File: config.mk
export PLATFORM = sky130hd
export DESIGN_NAME = edge_detector_multi
export DESIGN_NICKNAME = d
export VERILOG_FILES = /design/src/rtl/edge_detector_multi.sv
export SDC_FILE = /design/constraint.sdc
export NUM_CORES = 1
export LEC_CHECK = 0
export CORE_ASPECT_RATIO = 1.75
export CORE_MARGIN = 2
export CORE_UTILIZATION = 43
export DETAILED_ROUTE_END_ITERATION = 10
export GPL_ROUTABILITY_DRIVEN = 0
export PLACE_DENSITY = 0.74
export SETUP_SLACK_MARGIN = 0.15
export SLEW_MARGIN = 20
export SYNTH_ARGS = -nofsm -noshare
export SYNTH_HDL_FRONTEND = slang
export SYNTH_SLANG_ARGS = --single-unit
File: constraint.sdc
create_clock -name clk -period 1.7 [get_ports clk]
set_clock_uncertainty 0.15 [all_clocks]
set_input_delay 0.34 -clock clk [delete_from_list [all_inputs] [get_ports clk]]
set_output_delay 0.34 -clock clk [all_outputs]
set_load 0.05 [all_outputs]
File: src/rtl/edge_detector_multi.sv
// Multi-channel registered edge detector: input synchronisers, rise/fall/event
// pulses, sticky flags, saturating event counters and a combined interrupt.
module edge_detector_multi #(
   parameter int unsigned NCH         = 4,
   parameter int unsigned SYNC_STAGES = 2,
   parameter int unsigned CNT_W       = 8
) (
   input  logic                   clk,
   input  logic                   rst_n,
   input  logic [NCH-1:0]         din,
   input  logic [2*NCH-1:0]       mode,
   input  logic [NCH-1:0]         irq_en,
   input  logic [NCH-1:0]         sticky_clr,
   input  logic [NCH-1:0]         cnt_clr,
   output logic [NCH-1:0]         pos_pulse,
   output logic [NCH-1:0]         neg_pulse,
   output logic [NCH-1:0]         evt_pulse,
   output logic [NCH-1:0]         sticky,
   output logic [NCH*CNT_W-1:0]   evt_cnt,
   output logic                   irq
);

   localparam int unsigned WARM_W = $clog2(SYNC_STAGES + 2);
   localparam logic [WARM_W-1:0] WARM_INIT = WARM_W'(SYNC_STAGES + 1);
   localparam logic [CNT_W-1:0]  CNT_MAX   = '1;

   logic [NCH-1:0]       sync_q [SYNC_STAGES];
   logic [NCH-1:0]       prev_q;
   logic [WARM_W-1:0]    warm_q, warm_d;
   logic [NCH-1:0]       pos_q, pos_d;
   logic [NCH-1:0]       neg_q, neg_d;
   logic [NCH-1:0]       evt_q, evt_d;
   logic [NCH-1:0]       sticky_q, sticky_d;
   logic [NCH*CNT_W-1:0] cnt_q, cnt_d;
   logic                 irq_q, irq_d;

   logic [NCH-1:0]       s_c;
   logic [NCH-1:0]       rise_c;
   logic [NCH-1:0]       fall_c;
   logic                 live_c;

   assign s_c    = sync_q[SYNC_STAGES-1];
   assign rise_c = s_c & ~prev_q;
   assign fall_c = ~s_c & prev_q;
   // Detection is masked until the synchroniser holds post-reset samples only
   assign live_c = (warm_q == '0);

   // Synchroniser chain and previous-state register; prev tracks s in every mode
   always_ff @(posedge clk) begin
      if (!rst_n) begin
         for (int i = 0; i < int'(SYNC_STAGES); i++) sync_q[i] <= '0;
         prev_q <= '0;
      end else begin
         sync_q[0] <= din;
         for (int i = 1; i < int'(SYNC_STAGES); i++) sync_q[i] <= sync_q[i-1];
         prev_q <= s_c;
      end
   end

   // Next-state for pulses, sticky flags, counters, irq and warm-up count
   always_comb begin
      logic [CNT_W-1:0] cur;
      pos_d    = '0;
      neg_d    = '0;
      evt_d    = '0;
      sticky_d = sticky_q;
      cnt_d    = cnt_q;
      irq_d    = 1'b0;
      warm_d   = warm_q;
      cur      = '0;

      if (live_c) begin
         pos_d = rise_c;
         neg_d = fall_c;
         for (int i = 0; i < int'(NCH); i++) begin
            evt_d[i] = (mode[2*i] & rise_c[i]) | (mode[2*i+1] & fall_c[i]);
         end
      end

      // Set wins over clear
      sticky_d = (sticky_q & ~sticky_clr) | evt_d;

      // Clear with a coincident event still records that event
      for (int i = 0; i < int'(NCH); i++) begin
         cur = cnt_q[i*CNT_W +: CNT_W];
         if (cnt_clr[i]) begin
            cur = CNT_W'(evt_d[i]);
         end else if (evt_d[i] && (cur != CNT_MAX)) begin
            cur = cur + CNT_W'(1);
         end
         cnt_d[i*CNT_W +: CNT_W] = cur;
      end

      irq_d = |(sticky_q & irq_en);

      if (warm_q != '0) begin
         warm_d = warm_q - WARM_W'(1);
      end
   end

   // Output and control registers
   always_ff @(posedge clk) begin
      if (!rst_n) begin
         pos_q    <= '0;
         neg_q    <= '0;
         evt_q    <= '0;
         sticky_q <= '0;
         cnt_q    <= '0;
         irq_q    <= 1'b0;
         warm_q   <= WARM_INIT;
      end else begin
         pos_q    <= pos_d;
         neg_q    <= neg_d;
         evt_q    <= evt_d;
         sticky_q <= sticky_d;
         cnt_q    <= cnt_d;
         irq_q    <= irq_d;
         warm_q   <= warm_d;
      end
   end

   assign pos_pulse = pos_q;
   assign neg_pulse = neg_q;
   assign evt_pulse = evt_q;
   assign sticky    = sticky_q;
   assign evt_cnt   = cnt_q;
   assign irq       = irq_q;

endmodule

**Word level (Yosys, flattened, before mapping)**

Memory sizes are Yosys's and may differ from the RTL's.
Cells that the tools add are included.

- Muxes and demuxes: 13
- Reduce and logical (&&, ||, !) cells: 16
- Add/subtract/negate cells: 5
- Equal/unequal tests: 4
- Bitwise operators: 23

Operators with widths:

| cell | count |
|---|---|
| adder 8 x 1 -> 8 bit, second input constant | 4 |
| inequality test 8 bit, second input constant | 4 |
| bitwise AND 4 bit | 4 |
| 2-to-1 mux 4 bit | 3 |
| inverter 4 bit | 3 |
| 2-to-1 mux 1 bit | 10 |
| nonzero test 2 bit | 5 |
| bitwise AND 1 bit | 8 |
| OR reduction 2 bit | 4 |
| bitwise OR 1 bit | 6 |
| logical AND 1 bit | 4 |
| bitwise OR 4 bit | 1 |
| OR reduction 4 bit | 1 |
| zero test 2 bit | 1 |
| AND reduction 2 bit | 1 |
| subtractor 2 x 1 -> 2 bit, second input constant | 1 |
| inverter 1 bit | 1 |

- Memories: 1
- Bits of input ports: 26
- Bits in writable memories: 8
- Output and inout port bits: 49
- Register bits after elaboration: 55
- Logic and storage cells: 77

Memories:

| memory | words | width | read ports | clocked after Yosys merged registers in | wr ports | RTL line | text |
|---|---|---|---|---|---|---|---|
| sync_q | 2 | 4 | 2 | 0 | 2 | 27 | `logic [NCH-1:0] sync_q [SYNC_STAGES];` |

**Logic depth before layout (Yosys ltp)**

An unclocked memory read counts as a cell.

- Word-level depth: 9
- Mapped depth: 8
- Gate-level depth less buffers: 6

**Worst setup path before layout**

Ideal clock, no wire load.

- Kind: register to register
- Start point: reg cnt_q[0], in the netlist evt_cnt[0]
- End point: reg cnt_q[5], in the netlist evt_cnt[5]
- Setup slack: -0.381 ns
- Arrival: 1.861 ns
- Period minus slack after synthesis: 2.081 ns
- Path buffers: 0
- Library setup time: 0.070 ns
- Cell stages (with the launch flop): 6
- Required time: 1.480 ns
- Cell sequence: dfxtp_1 -> ha_1 -> and2_1 -> a32o_1 -> or4_1 -> a21oi_1

- Longest elaborated chain between the ends: 2
- Elaborated cells on any way between the ends: 3
- Classes of those cells: add/sub (1); eq/ne (1); reduce/logical (1)

RTL lines:

| item | RTL line | text |
|---|---|---|
| start, declared | 34 | `logic [NCH*CNT_W-1:0] cnt_q, cnt_d;` |
| start signal, assigned | 116 | `cnt_q <= cnt_d;` |
| branches (longest 2 deep; another with adder 8 x 1 -> 8 bit) | -- |  |

Parallel ways; which one is timed is not known.
A chain may end at the register's enable or synchronous reset.

**Worst setup path after layout**

- Start point: reg cnt_q[9], in the netlist evt_cnt[9]
- End point: reg cnt_q[15], in the netlist evt_cnt[15]

The elaborated chain is that of the path after synthesis.

==> impl_metrics.csv <==
group,metric,value,unit
worst_hold_path,worstHoldStart,"sync_q[0][0]",
yosys,post_synth.cell_area_avg,9.534,sq um
clock_network,clkTransAtPathRegs,0.07,ns
clock_network,cts_tree,"built",
floorplan,initial_core_util,44.27,%
yosys,synth-async-reset-ratio,0,%
global_routing,grt_pass1_vias,3059,
cells_and_area,fin_nets,476,
yosys,ys_types,44,
cells_and_area,multi_input_area,1785,sq um
sta,setup_viol,7,
setup_path,reg2reg_depth,6,
yosys,yosys.area.top_type_share,46.09,%
sta,maxSlewHeadroom,78.09,%
global_routing,grt.busiest_layer,"met2",
setup_path,crit_path_max_fanout,5,
worst_hold_path,min_path_cells,1,
global_routing,grt_pass1_wl,13.97,mm
sta,timing.final.max_slew_violations,0,
cells_and_area,antennaDiodeCount,0,
setup_path,slowest_stage,"dfxtp_4",
setup_path,worst-path-buf-inv,1,
floorplan,coreArea,6181,sq um
pwr,ir_worst_vdd,0.0009158,V
pwr,switching_share,25.64,%
sta,fmax,542.9,MHz
setup_path,crit_path_start_kind,"flip-flop",
setup_path,crit-reg2reg-launch,"evt_cnt[9]",
global_routing,gr-total-overflow,0,
yosys,synth_seq_cells,63,
setup_path,reg2reg_to,"evt_cnt[15]",
clock_network,cts_buffer_depth,2,
cells_and_area,fill_cells,272,
pwr,p_sw,0.8705,mW
pwr,pwr-share-clk,40.8,%
clock_network,cts_sinks,63,
yosys,synth_seq_area_share,46.09,%
flow_run,maxCapViolCount,0,
routing,drt_iter0_drc,197,
cells_and_area,fin_util,85.91,%
clock_network,clock_latency,0.35,ns
global_routing,met1_usage,26.05,%
yosys,ys.flop_type,"dfxtp_1",
sta,min_period_over_period,108.4,%
routing,drcViolationCount,0,
run_status,violations,"setup timing",
cells_and_area,instances_no_fill,530,
pwr,pwr-share-seq,44.6,%
clock_network,holdBufCountCts,0,
place,dp.cells,486,
global_routing,grtUsageMet3,6.039,%
cells_and_area,drive_gt1_share,55.78,%
floorplan,fp-row-count,38,
global_routing,antenna_found_initial,0,
setup_path,crit_required,1.78,ns
setup_path,rrSetupSlack,-0.14,ns
setup_path,path_cells,"ha_4 > and2_4 > a32o_2 > buf_4 > o31ai_1 > a21oi_1",
yosys,synth_edf_count,0,
worst_hold_path,holdPathEnd,"sync_q[0][4]",
pwr,leakage,2.214,nW
yosys,yosys-top-cells-area,"dfxtp_1, mux2i_1, nand2_1",
setup_path,worstSetupEndpointType,"flip-flop",
sta,tightest_slew,0.3259,ns
pwr,power.total,3.395,mW
worst_hold_path,min_path_type,"reg2reg",
floorplan,die_area,7043,sq um
sta,setup_slack,-0.1420,ns
sta,hold_viol_final,0,
global_routing,grt_start_max_net_pins,20,
sta,rsz0062_at_grt,"yes",
place,pre_cts_ws,-0.3481,ns
place,io_buffers,74,
setup_path,crit_family,"compound AO/OA/AOI/OAI gates",
yosys,syn-num-nets,318,
pwr,power_density,639.4,nW/um^2
routing,detail-route-antenna-nets,0,
floorplan,die_w,64.30,microns
setup_path,criticalPathCategory,"reg2reg",
floorplan,die_h,109.5,microns
clock_network,cts_made_buffers,9,
run_status,outcome,"finished, violations left",
cells_and_area,seqCellArea,1334,sq um
setup_path,arrival,1.92,ns
routing,post_drt_wl_per_cell,18.55,microns
pwr,intPower,2.525,mW
yosys,syn_inst,287,
routing,dr.pass1.iters,5,
global_routing,grt_usage,25.68,%
yosys,yosys.area.top_type,"dfxtp_1",
yosys,yosysWarnings,0,
yosys,synth_area,2736,sq um
routing,vias_per_cell,5.677,
setup_path,max_stage_delay,0.36,ns
floorplan,pin_count,75,
routing,wirelength,9.832,mm
sta,finalCriticalPeriod,1.842,ns
cells_and_area,area_delta_synth_final,94.06,%
routing,vias,3009,
pwr,power_frac_comb,14.6,%
clock_network,cts_max_level,3,
global_routing,gr-usage-met2,47.62,%
sta,setup_tns,-0.3462,ns
clock_network,clock-root-buffer,"clkbuf_8",
place,place_hpwl,5.707,mm
==> per-stage QoR <==
stage | area (sq um) | hold slack [ns]
floorplan | 2932 | 0.2619
global placement | 4509 | 0.2661
detailed placement | 4509 | 0.2736
CTS | 5045 | 0.2902
global route | 5310 | 0.2998
finish | 5310 | 0.2872
==> how the worst max path moves through the flow <==
stage / endpoint / start / depth (start not counted)
after floorplan: evt_cnt[5] / evt_cnt[1] / 5
after global placement: evt_cnt[5] / mode[0] / 5
after detailed placement: evt_cnt[5] / mode[0] / 5
after CTS: evt_cnt[5] / evt_cnt[0] / 5
after global routing: evt_cnt[5] / prev_q[0] / 4
final: evt_cnt[15] / evt_cnt[9] / 6
==> sequential cells by signal (all words and copies together) (netlist names) <==
| name | count |
|---|---|
| evt_cnt | 32 |
| evt_pulse | 4 |
| irq | 1 |
| neg_pulse | 4 |
| pos_pulse | 4 |
| prev_q | 4 |
| sticky | 4 |
| sync_q | 8 |
| warm_q | 2 |
==> repair_timing <==
action | 4_1_cts | 5_1_grt
endpoints found under the hold margin | 0 | 0
pin swaps | 26 | 21
gates cloned | 0 | 0
setup buffers | 18 | 10
endpoints found under the setup margin | 33 | 37
gates resized for setup | 47 | 43
==> metal layers <==
layer,routed length (microns),vias to the layer above
li1,-,1393
met1,3496,1448
met2,5384,127
met3,487,41
met4,463,0
met5,0,-
==> cells in the mapped netlist, types with 5 or more instances <==
cell type,instances
inv_1,11
a31oi_1,5
nand3_1,11
dfxtp_1,63
nand4_1,7
nand3b_1,8
o21ai_0,6
nand2b_1,14
and2_1,14
nor3b_1,8
mux2i_1,9
clkbuf_1,8
nor3_1,7
nor2_1,6
a41o_1,6
a21oi_1,15
and3_1,6
ha_1,5
nand2_1,24
==> final cells by class <==
class / count / area share (%)
repair buffers: 158 / 34.38
multi-input cells: 202 / 33.62
flip-flops and latches: 63 / 25.12
clock buffers: 13 / 3.794
well taps: 80 / 1.885
inverters: 11 / 0.8483
clock inverters: 3 / 0.3534
==> layout by cell type (no fill, tap or decap), types with 3 or more instances in the layout <==
cell             Yosys  routed
a21oi_1             15       7
a21oi_2              0       6
and4_4               0       3
nor3_4               0       3
and2_1              14      12
and2_4               1       3
and3_1               6       4
buf_6                2      17
nand2b_1            14      14
a41o_1               6       6
dfxtp_2              0      22
buf_12               0      41
nor3b_1              8       6
dfxtp_4              0      12
o32a_1               3       3
nand4_1              7       7
nor2b_1              4       3
dfxtp_1             63      29
mux2i_1              9       9
o21ai_1              0       3
nor2_1               6       5
nand3_2              0       3
clkbuf_8             0      11
clkdlybuf4s50_1      0      22
ha_4                 0       4
nand2_1             24      23
inv_1               11       8
nor3_2               0       3
nand3b_1             8       8
nand3_1             11       8
a31oi_2              0       3
buf_4                0      75
==> cell families (layout without fill, tap and decap cells) <==
logic type                 Yosys count  in the layout  share of synthesized area, %
buffers and inverters               22            185                         3.612
and+or+nand+nor                    122            122                         27.02
AOI/OAI and AO/OA                   65             65                         17.38
xor gates and xnor gates             1              1                        0.3201
adders and majority gates            5              5                         2.286
muxes                                9              9                         3.292
DFF                                 63             63                         46.09
==> power by group through the flow <==
stage	Sequential [mW]	Clock [mW]	Combinational (mW)
final	1.51	1.39	0.496
after global routing	1.52	1.47	0.523
after CTS	1.51	1.39	0.437
after detailed placement	1.54	0	0.364
after global placement	1.54	0	0.355
after floorplan	1.56	0	0.161
==> worst reg2reg max path, delay by kind of cell (launching register included) <==
kind	cells	cell delay, ns
buffers and inverters	1	0.16
and+or+nand+nor	1	0.17
DFF	1	0.36
adders and majority gates	1	0.16
AOI/OAI and AO/OA	3	0.73
No activity file was read; power rests on OpenSTA's default activity.
